===== src/rtl/cr_axi4s_mstr_mc_pkg.sv =====
// Shared types and constants for the multi-channel AXI4-Stream output master.
// Channel-index width derivation and arbitration mode encodings live here.
package cr_axi4s_mstr_mc_pkg;

  localparam int ARB_PKT  = 0;
  localparam int ARB_BEAT = 1;

  typedef enum logic [0:0] {
    ST_IDLE = 1'b0,
    ST_LOCK = 1'b1
  } state_e;

  function automatic int ch_w_f(input int n_ch);
    if (n_ch <= 1) begin
      return 1;
    end else begin
      return $clog2(n_ch);
    end
  endfunction

endpackage


===== src/rtl/cr_axi4s_mstr_mc_rr_arb.sv =====
// Combinational round-robin picker: first requester at or after ptr, wrapping.
// Produces a one-hot grant, the encoded index and a valid flag.
module cr_rr_arb
  import cr_axi4s_mstr_mc_pkg::*;
#(
  parameter int N_CH = 4,
  parameter int CH_W = ch_w_f(N_CH)
) (
  input  logic [N_CH-1:0] req,
  input  logic [CH_W-1:0] ptr,
  output logic [N_CH-1:0] gnt,
  output logic [CH_W-1:0] idx,
  output logic            vld
);

  logic [CH_W-1:0] cand_s;

  // scan channels in rotated order starting at ptr, keep the first hit
  always_comb begin
    gnt    = {N_CH{1'b0}};
    idx    = {CH_W{1'b0}};
    vld    = 1'b0;
    cand_s = {CH_W{1'b0}};
    for (int k = 0; k < N_CH; k++) begin
      cand_s = CH_W'((int'(ptr) + k) % N_CH);
      if (!vld && req[cand_s]) begin
        gnt[cand_s] = 1'b1;
        idx         = cand_s;
        vld         = 1'b1;
      end else begin
        vld = vld;
      end
    end
  end

endmodule


===== src/rtl/cr_axi4s_mstr_mc.sv =====
// Drains N_CH FWFT FIFOs onto one AXI4-Stream master via round-robin arbitration
// (packet-atomic or beat-interleaved) and a 2-entry registered output buffer.
module cr_axi4s_mstr_mc
  import cr_axi4s_mstr_mc_pkg::*;
#(
  parameter int N_CH     = 4,
  parameter int DATA_W   = 64,
  parameter int USER_W   = 8,
  parameter int ARB_MODE = 0,
  parameter int CH_W     = ch_w_f(N_CH)
) (
  input  logic                     clk,
  input  logic                     rst,
  input  logic [N_CH-1:0]          ch_empty,
  input  logic [N_CH*DATA_W-1:0]   ch_tdata,
  input  logic [N_CH*DATA_W/8-1:0] ch_tstrb,
  input  logic [N_CH*USER_W-1:0]   ch_tuser,
  input  logic [N_CH-1:0]          ch_tlast,
  output logic [N_CH-1:0]          ch_rd,
  output logic                     m_tvalid,
  input  logic                     m_tready,
  output logic [DATA_W-1:0]        m_tdata,
  output logic [DATA_W/8-1:0]      m_tstrb,
  output logic [USER_W-1:0]        m_tuser,
  output logic                     m_tlast,
  output logic [CH_W-1:0]          m_tid,
  output logic                     pkt_done,
  output logic [CH_W-1:0]          pkt_done_ch,
  output logic                     busy
);

  localparam int STRB_W = DATA_W / 8;

  state_e          state_r, state_nxt_s;
  logic [CH_W-1:0] rr_ptr_r, rr_ptr_nxt_s;
  logic [CH_W-1:0] owner_r, owner_nxt_s;
  logic [1:0]      count_r, count_nxt_s;
  logic            m_tvalid_r, pkt_done_r, busy_r;
  logic [CH_W-1:0] pkt_done_ch_r;

  logic [DATA_W-1:0] b_data_r [2];
  logic [STRB_W-1:0] b_strb_r [2];
  logic [USER_W-1:0] b_user_r [2];
  logic              b_last_r [2];
  logic [CH_W-1:0]   b_tid_r  [2];

  logic [N_CH-1:0]   arb_gnt_s;
  logic [CH_W-1:0]   arb_idx_s;
  logic              arb_vld_s;
  logic              lock_s, grant_valid_s, pop_s, xfer_s;
  logic [CH_W-1:0]   sel_s;
  logic [N_CH-1:0]   sel_oh_s;
  logic              in_empty_s, in_last_s;
  logic [DATA_W-1:0] in_data_s;
  logic [STRB_W-1:0] in_strb_s;
  logic [USER_W-1:0] in_user_s;

  function automatic logic [CH_W-1:0] ptr_inc(input logic [CH_W-1:0] p);
    if (int'(p) >= N_CH - 1) begin
      return {CH_W{1'b0}};
    end else begin
      return p + CH_W'(1'b1);
    end
  endfunction

  cr_rr_arb #(.N_CH(N_CH), .CH_W(CH_W)) u_arb (
    .req (~ch_empty),
    .ptr (rr_ptr_r),
    .gnt (arb_gnt_s),
    .idx (arb_idx_s),
    .vld (arb_vld_s)
  );

  assign lock_s = (ARB_MODE == ARB_PKT) && (state_r == ST_LOCK);
  assign xfer_s = m_tvalid_r & m_tready;

  // channel select: locked owner in packet mode, otherwise the arbiter's pick
  always_comb begin
    sel_s         = arb_idx_s;
    sel_oh_s      = arb_gnt_s;
    grant_valid_s = arb_vld_s;
    if (lock_s) begin
      sel_s         = owner_r;
      grant_valid_s = 1'b1;
      for (int i = 0; i < N_CH; i++) begin
        sel_oh_s[i] = (owner_r == CH_W'(i));
      end
    end else begin
      grant_valid_s = arb_vld_s;
    end
  end

  // head-of-FIFO mux for the selected channel
  always_comb begin
    in_empty_s = 1'b1;
    in_last_s  = 1'b0;
    in_data_s  = {DATA_W{1'b0}};
    in_strb_s  = {STRB_W{1'b0}};
    in_user_s  = {USER_W{1'b0}};
    for (int i = 0; i < N_CH; i++) begin
      if (sel_s == CH_W'(i)) begin
        in_empty_s = ch_empty[i];
        in_last_s  = ch_tlast[i];
        in_data_s  = ch_tdata[i*DATA_W +: DATA_W];
        in_strb_s  = ch_tstrb[i*STRB_W +: STRB_W];
        in_user_s  = ch_tuser[i*USER_W +: USER_W];
      end else begin
        in_empty_s = in_empty_s;
      end
    end
  end

  // pop uses the pre-transfer count so ch_rd never depends on m_tready
  assign pop_s = grant_valid_s & ~in_empty_s & (count_r < 2'd2);
  assign ch_rd = pop_s ? sel_oh_s : {N_CH{1'b0}};

  // arbitration state, owner and round-robin pointer update
  always_comb begin
    state_nxt_s  = state_r;
    owner_nxt_s  = owner_r;
    rr_ptr_nxt_s = rr_ptr_r;
    if (ARB_MODE == ARB_BEAT) begin
      state_nxt_s = ST_IDLE;
      if (pop_s) begin
        rr_ptr_nxt_s = ptr_inc(sel_s);
      end else begin
        rr_ptr_nxt_s = rr_ptr_r;
      end
    end else begin
      case (state_r)
        ST_IDLE: begin
          if (arb_vld_s) begin
            owner_nxt_s = arb_idx_s;
            if (pop_s && in_last_s) begin
              rr_ptr_nxt_s = ptr_inc(arb_idx_s);
            end else begin
              state_nxt_s = ST_LOCK;
            end
          end else begin
            state_nxt_s = ST_IDLE;
          end
        end
        ST_LOCK: begin
          if (pop_s && in_last_s) begin
            rr_ptr_nxt_s = ptr_inc(owner_r);
            state_nxt_s  = ST_IDLE;
          end else begin
            state_nxt_s = ST_LOCK;
          end
        end
        default: state_nxt_s = ST_IDLE;
      endcase
    end
  end

  // buffer occupancy: push and transfer in the same cycle cancel out
  always_comb begin
    case ({pop_s, xfer_s})
      2'b10:   count_nxt_s = count_r + 2'd1;
      2'b01:   count_nxt_s = count_r - 2'd1;
      default: count_nxt_s = count_r;
    endcase
  end

  // registered state, output buffer (entry 0 is the presented beat) and status
  always_ff @(posedge clk) begin
    if (rst) begin
      state_r       <= ST_IDLE;
      rr_ptr_r      <= {CH_W{1'b0}};
      owner_r       <= {CH_W{1'b0}};
      count_r       <= 2'd0;
      m_tvalid_r    <= 1'b0;
      pkt_done_r    <= 1'b0;
      pkt_done_ch_r <= {CH_W{1'b0}};
      busy_r        <= 1'b0;
      for (int i = 0; i < 2; i++) begin
        b_data_r[i] <= {DATA_W{1'b0}};
        b_strb_r[i] <= {STRB_W{1'b0}};
        b_user_r[i] <= {USER_W{1'b0}};
        b_last_r[i] <= 1'b0;
        b_tid_r[i]  <= {CH_W{1'b0}};
      end
    end else begin
      state_r    <= state_nxt_s;
      rr_ptr_r   <= rr_ptr_nxt_s;
      owner_r    <= owner_nxt_s;
      count_r    <= count_nxt_s;
      m_tvalid_r <= (count_nxt_s != 2'd0);
      busy_r     <= (count_nxt_s != 2'd0) || (state_nxt_s == ST_LOCK);
      pkt_done_r <= xfer_s & b_last_r[0];
      if (xfer_s && b_last_r[0]) begin
        pkt_done_ch_r <= b_tid_r[0];
      end else begin
        pkt_done_ch_r <= pkt_done_ch_r;
      end
      case (count_r)
        2'd0: begin
          if (pop_s) begin
            b_data_r[0] <= in_data_s;
            b_strb_r[0] <= in_strb_s;
            b_user_r[0] <= in_user_s;
            b_last_r[0] <= in_last_s;
            b_tid_r[0]  <= sel_s;
          end else begin
            b_last_r[0] <= b_last_r[0];
          end
        end
        2'd1: begin
          if (pop_s && xfer_s) begin
            b_data_r[0] <= in_data_s;
            b_strb_r[0] <= in_strb_s;
            b_user_r[0] <= in_user_s;
            b_last_r[0] <= in_last_s;
            b_tid_r[0]  <= sel_s;
          end else if (pop_s) begin
            b_data_r[1] <= in_data_s;
            b_strb_r[1] <= in_strb_s;
            b_user_r[1] <= in_user_s;
            b_last_r[1] <= in_last_s;
            b_tid_r[1]  <= sel_s;
          end else begin
            b_last_r[0] <= b_last_r[0];
          end
        end
        2'd2: begin
          if (xfer_s) begin
            b_data_r[0] <= b_data_r[1];
            b_strb_r[0] <= b_strb_r[1];
            b_user_r[0] <= b_user_r[1];
            b_last_r[0] <= b_last_r[1];
            b_tid_r[0]  <= b_tid_r[1];
          end else begin
            b_last_r[0] <= b_last_r[0];
          end
        end
        default: b_last_r[0] <= b_last_r[0];
      endcase
    end
  end

  assign m_tvalid    = m_tvalid_r;
  assign m_tdata     = b_data_r[0];
  assign m_tstrb     = b_strb_r[0];
  assign m_tuser     = b_user_r[0];
  assign m_tlast     = b_last_r[0];
  assign m_tid       = b_tid_r[0];
  assign pkt_done    = pkt_done_r;
  assign pkt_done_ch = pkt_done_ch_r;
  assign busy        = busy_r;

endmodule


===== config.mk =====
export PLATFORM = sky130hd
export DESIGN_NAME = cr_axi4s_mstr_mc
export DESIGN_NICKNAME = d
export VERILOG_FILES = /design/src/rtl/cr_axi4s_mstr_mc_pkg.sv /design/src/rtl/cr_axi4s_mstr_mc_rr_arb.sv /design/src/rtl/cr_axi4s_mstr_mc.sv
export SDC_FILE = /design/constraint.sdc
export NUM_CORES = 1
export LEC_CHECK = 0
export ABC_AREA = 1
export BUFFER_PORTS_ARGS = -buffer_cell sky130_fd_sc_hd__buf_2
export CAP_MARGIN = 20
export CORE_AREA = 2 2 166 168
export DETAILED_ROUTE_END_ITERATION = 10
export DIE_AREA = 0 0 168 170
export GPL_ROUTABILITY_DRIVEN = 1
export PLACE_DENSITY = 0.67
export SYNTH_ARGS = -nofsm -noshare
export SYNTH_HDL_FRONTEND = slang
export SYNTH_SLANG_ARGS = --single-unit

===== constraint.sdc =====
create_clock -name clk -period 15.3 [get_ports clk]
set_input_delay 1.53 -clock clk [delete_from_list [all_inputs] [get_ports clk]]
set_output_delay 1.53 -clock clk [all_outputs]
set_load 0.01 [all_outputs]

* Word-level counts from Yosys, hierarchy flattened
Memories as Yosys holds them, arrays and structs flattened.
Cells that the tools add are included.
** Storage, ports and cells
- Register bits :: 12
- Memory bits (writable) :: 166
- Input port bits :: 331
- Output and inout bits :: 92
- Word-level logic and storage cells :: 218
- Memories kept :: 5
** Cells by class
- $add $sub $neg :: 7
- Order comparisons :: 11
- Equal/unequal tests :: 13
- Multiplexer cells :: 119
- Bitwise logic cells :: 34
- Reduce and logical (&&, ||, !) cells :: 21
** Memory list
- b_data_r :: depth 2, width 64, rd ports 2, clocked after Yosys merged registers in 0, write ports 2, line cr_axi4s_mstr_mc.sv:41 : logic [DATA_W-1:0] b_data_r [2];
- b_strb_r :: depth 2, width 8, rd ports 2, clocked after Yosys merged registers in 0, write ports 2, line cr_axi4s_mstr_mc.sv:42 : logic [STRB_W-1:0] b_strb_r [2];
- b_user_r :: depth 2, width 8, rd ports 2, clocked after Yosys merged registers in 0, write ports 2, line cr_axi4s_mstr_mc.sv:43 : logic [USER_W-1:0] b_user_r [2];
- b_tid_r :: depth 2, width 2, rd ports 2, clocked after Yosys merged registers in 0, write ports 2, line cr_axi4s_mstr_mc.sv:45 : logic [CH_W-1:0] b_tid_r [2];
- b_last_r :: depth 2, width 1, rd ports 2, clocked after Yosys merged registers in 0, write ports 2, line cr_axi4s_mstr_mc.sv:44 : logic b_last_r [2];
** Operators by type and width (number)
- 64-bit 2-to-1 mux :: 8
- 8-bit 2-to-1 mux :: 16
- 1-bit 2-to-1 mux :: 64
- 2-bit 2-to-1 mux :: 14
- 4-bit 2-to-1 mux :: 6
- 1-bit OR :: 24
- 2-bit equality test, second input constant :: 6
- 2-bit by 3-bit < comparator with 1-bit output, second input constant :: 4
- 4-bit OR :: 3
- 1-bit logical AND :: 10
- 2-bit by 1-bit adder with 2-bit output, second input constant :: 4
- 1-bit binary-select mux with 2-bit select :: 4
- 1-bit demux with 2-bit select :: 4
- 2-bit by 1-bit equality test with 1-bit output, second input constant :: 4
- 2-bit by 1-bit greater-or-equal comparator with 1-bit output, second input constant :: 4
- 2-bit case mux with 2 select lines :: 2
- 2-bit zero test :: 3
- 2-bit adder, second input constant :: 2
- 1-bit AND :: 4
- 2-bit greater-or-equal comparator, second input constant :: 2
- 2-bit != test, second input constant :: 2
- 4-bit NOT :: 1
- 1-bit zero test :: 3
- 3-bit AND reduction :: 1
- 9 further kinds :: 10

* Longest topological paths before layout
- Depth after elaboration :: 33
- Mapped depth :: 22
- Mapped depth without buffers :: 21

* Hierarchy
Synthesis repeated with hierarchy kept, for this count alone.
** Second synthesis, totals
- Cell total of the unflattened synthesis :: 1213
- Area, all modules :: 10181.0 sq um
** By module, submodules not included
- cr_axi4s_mstr_mc :: times used 1, cells each 1139, area an instance 9740.6 sq um, sequential area each 5225.0 sq um
- cr_rr_arb :: times used 1, cells each 74, area an instance 440.4 sq um, sequential area each 0.0 sq um

* Least setup slack after synthesis
Ideal clock, no wire load.
- Path type :: input to register
- Start :: in ch_empty[2]
- End :: mem b_data_r[0][0] (enable)
- Setup time :: 1.184 ns
- Arrival :: 5.195 ns
- Data required time :: 14.116 ns
- Setup slack :: 8.921 ns
- Stages :: 14
- Path buffers :: 0
- Cells stage by stage :: nand2_1 > nand3_2 > nand2_2 > nor2_4 > nand4_1 > nand3_2 > nand2_2 > nand2_4 > nand2_2 > o21ai_2 > a21oi_1 > ha_1 > nand2_1 > nand4_1
** RTL lines
- start, declared :: line cr_axi4s_mstr_mc.sv:14 : input logic [N_CH-1:0] ch_empty,
- end, declared :: line cr_axi4s_mstr_mc.sv:41

==> flow_metrics.py <==
metrics = {
    "finish": {
        "area_delta_synth_final_pct": 27.8,
        "regArea_um2": 5230,
        "multi_input_area_um2": 4460,
        "final.fill_count": 2606,
        "nets": 2030,
        "final_util": 0.499,
        "layout-drive-gt1-share": 0.296,
    },
    "floorplanning": {
        "die-area_um2": 28600,
        "num_rows": 60,
        "start_util": 0.390,
        "core_um2": 26700,
        "die_y_um": 170,
        "num_io_pins": 423,
        "die_x_um": 168,
    },
    "drt": {
        "drc": 0,
        "ant_nets": 0,
        "vias_per_cell": 4.99,
        "wl_per_cell_um": 17.0,
        "wirelength_um": 34700,
        "drt_first_pass_iters": 6,
        "drtIter0Drc": 663,
        "via_count": 10167,
    },
    "critical_path": {
        "cp_max_fo": 83,
        "startpoint_type": "input pin",
        "crit_type": "in2reg",
        "worstPathArrival_ns": 6.55,
        "cp.required_ns": 15.57,
        "critPathCaptureType": "flop",
    },
    "sta": {
        "slew_violations": 0,
        "worstMarginPinSlew_ns": 1.02,
        "fmax_mhz": 159,
        "rsz0062_at_grt": "no",
        "fin_crit_sh": 0.411,
        "relSlewSlack": 0.323,
        "min_period_ns": 6.29,
        "tns_ns": 0,
        "hold_violations": 0,
        "timing.clock.skew_ns": 0.0140,
        "setup_viol": 0,
    },
    "status": {
        "status": "complete, no violations",
    },
    "clock_tree": {
        "htree_num_levels": 4,
        "cts_hold_buf": 0,
        "clkTransAtPathRegs_ns": 0.07,
        "root_buffer": "clkbuf_16",
        "postCtsSetupRepairBufs": 0,
        "clock_latency_ns": 0.42,
        "numClockSinks": 178,
        "cts_max_path_buffers": 2,
        "numCtsBuffers": 17,
        "cts_tree": "yes",
        "cts_resized": 0,
    },
    "synthesis": {
        "avgSynthCellArea_um2": 7.97,
        "synth_cell_types": 36,
        "synth-seq-cells": 178,
        "async_flop_share": 0,
        "synth-edff-count": 166,
        "postSynthCellCount": 1304,
        "synth_top_area_frac": 0.479,
        "syn-cell-area_um2": 10400,
        "synth_area_leaders": "edfxtp_1, nand2_1, nand3_1",
        "syn-num-nets": 1655,
        "synth_top_flop_cell": "edfxtp_1",
        "seq_area_frac_synth": 0.502,
        "synth_top_area_cell": "edfxtp_1",
        "yosys_warnings": 0,
    },
    "hold_path": {
        "hold_path_class": "reg2reg",
    },
    "grt": {
        "grt_pass1_wl_um": 52600,
        "track_usage": 0.238,
        "grt_pass1_vias": 9860,
        "use_met2": 0.430,
        "grt_max_degree": 86,
        "busiest_layer": "met2",
        "met1_usage": 0.277,
        "grt_util_met3": 0.0605,
        "antenna_found_initial": 7,
        "overflow": 0,
    },
    "power_and_ir_drop": {
        "vdd_drop_max_v": 0.000131,
        "cellPowerDensity_nw_per_um2": 235,
        "p_leak_nw": 6.72,
    },
    "placed_design": {
        "dpl.hpwl_um": 24700,
        "gp_congestion": 0.896,
        "numPortBuffers": 422,
    },
    "flow_run": {
        "drv_cap": 0,
    },
}
[where the power goes]
| group | switching (mW) | internal [mW] | leakage, nW | total [mW] |
|---|---|---|---|---|
| logic | 1.18 | 0.497 | 4.54 | 1.67 |
| clock network | 0.202 | 0.293 | 0.312 | 0.495 |
| registers | 0.0741 | 0.884 | 1.86 | 0.958 |
| total | 1.45 | 1.67 | 6.72 | 3.13 |
[path summary, 6_finish.rpt]
check	from	end	slack (ns)	cells after the start
setup / recovery	ch_empty[2]	b_data_r[1][28]$_DFFE_PP_	9.01	17
hold / removal	pkt_done_ch[1]$_SDFFE_PP0P_	pkt_done_ch[1]$_SDFFE_PP0P_	0.47	2
setup reg to reg	flop	b_data_r[1][28]$_DFFE_PP_	9.02	18
hold reg to reg	pkt_done_ch[1]$_SDFFE_PP0P_	pkt_done_ch[1]$_SDFFE_PP0P_	0.47	2
[cell usage in the layout, fill, tap and decap left out, drive strengths merged, types with 5 or more instances in the layout]
cell      n
bufinv    5
o221ai    5
nand3   121
a21o     18
ha       20
dfxtp    12
buf     431
clkbuf   18
nand2   479
nor2    135
o21ai    97
inv      93
edfxtp  166
a21oi    58
nand4    10
[critical path, stage by stage]
cell	delay, ns
buf_2	0.12
nand2_1	0.11
nand3_2	0.14
nand2_2	0.08
nor2_4	0.17
nand4_1	0.14
nand3_2	0.13
nand2_2	0.10
nand2_4	0.63
nand2_2	0.20
a21oi_1	0.37
ha_1	0.26
o21ai_0	0.20
nand2_4	0.74
clkinv_2	0.79
buf_4	0.51
a21oi_1	0.21
[cell families after synthesis]
group	Yosys count	share of synthesized area
AO/OA/AOI/OAI	192	0.103
multiplexers	1	0.000963
adder cells (fa/ha/maj)	20	0.0241
AND/OR/NAND/NOR	748	0.298
buffers and inverters	165	0.0711
flip-flops	178	0.502
[per-stage QoR]
step | power (mW) | std cells | cell area [um2] | worst slack, ns | hold WS [ns]
finish | 3.13 | 2036 | 13300 | 9.01 | 0.473
global route | 3.41 | 2034 | 13300 | 8.47 | 0.512
CTS | 3.16 | 2032 | 13300 | 9.02 | 0.477
detailed placement | 2.67 | 2001 | 12600 | 8.60 | 0.466
global placement | 2.63 | 2001 | 12600 | 8.80 | 0.452
floorplan | 2.15 | 1304 | 10400 | 8.92 | 0.484
[cells in the mapped netlist, drive strengths merged, types with 4 or more instances]
cell and count:
nand2 479, edfxtp 166, nor2 135, nand3 121
o21ai 97, inv 90, a21oi 58, buf 38
clkbuf 37, ha 20, a21o 18, dfxtp 12
nand4 10, o221ai 5, o211ai 4
[metal layers]
layer | vias to the layer above | part of all wire
met5 | - | 0.0012
met4 | 6 | 0.022
met3 | 47 | 0.084
met2 | 464 | 0.49
met1 | 4587 | 0.40
li1 | 5063 | -
[sequential cells by signal, indices dropped and copies added, names as in the netlist, named ones only]
name         count
busy             1
b_user_r        16
count_r          2
b_strb_r        16
pkt_done_ch      2
owner_r          2
rr_ptr_r         1
m_tvalid         1
b_data_r       128
lock_s           1
b_tid_r          4
pkt_done         1
b_last_r         2
[layout make-up]
cell class	instances	area share
timing repair buffer	431	0.164
sequential	178	0.393
inverter	90	0.0260
multi-input combinational	961	0.335
clock buffer	18	0.0323
tap	341	0.0321
clock inverter	13	0.0165
antenna	4	0.000753
No activity file was read; power rests on OpenSTA's default activity.
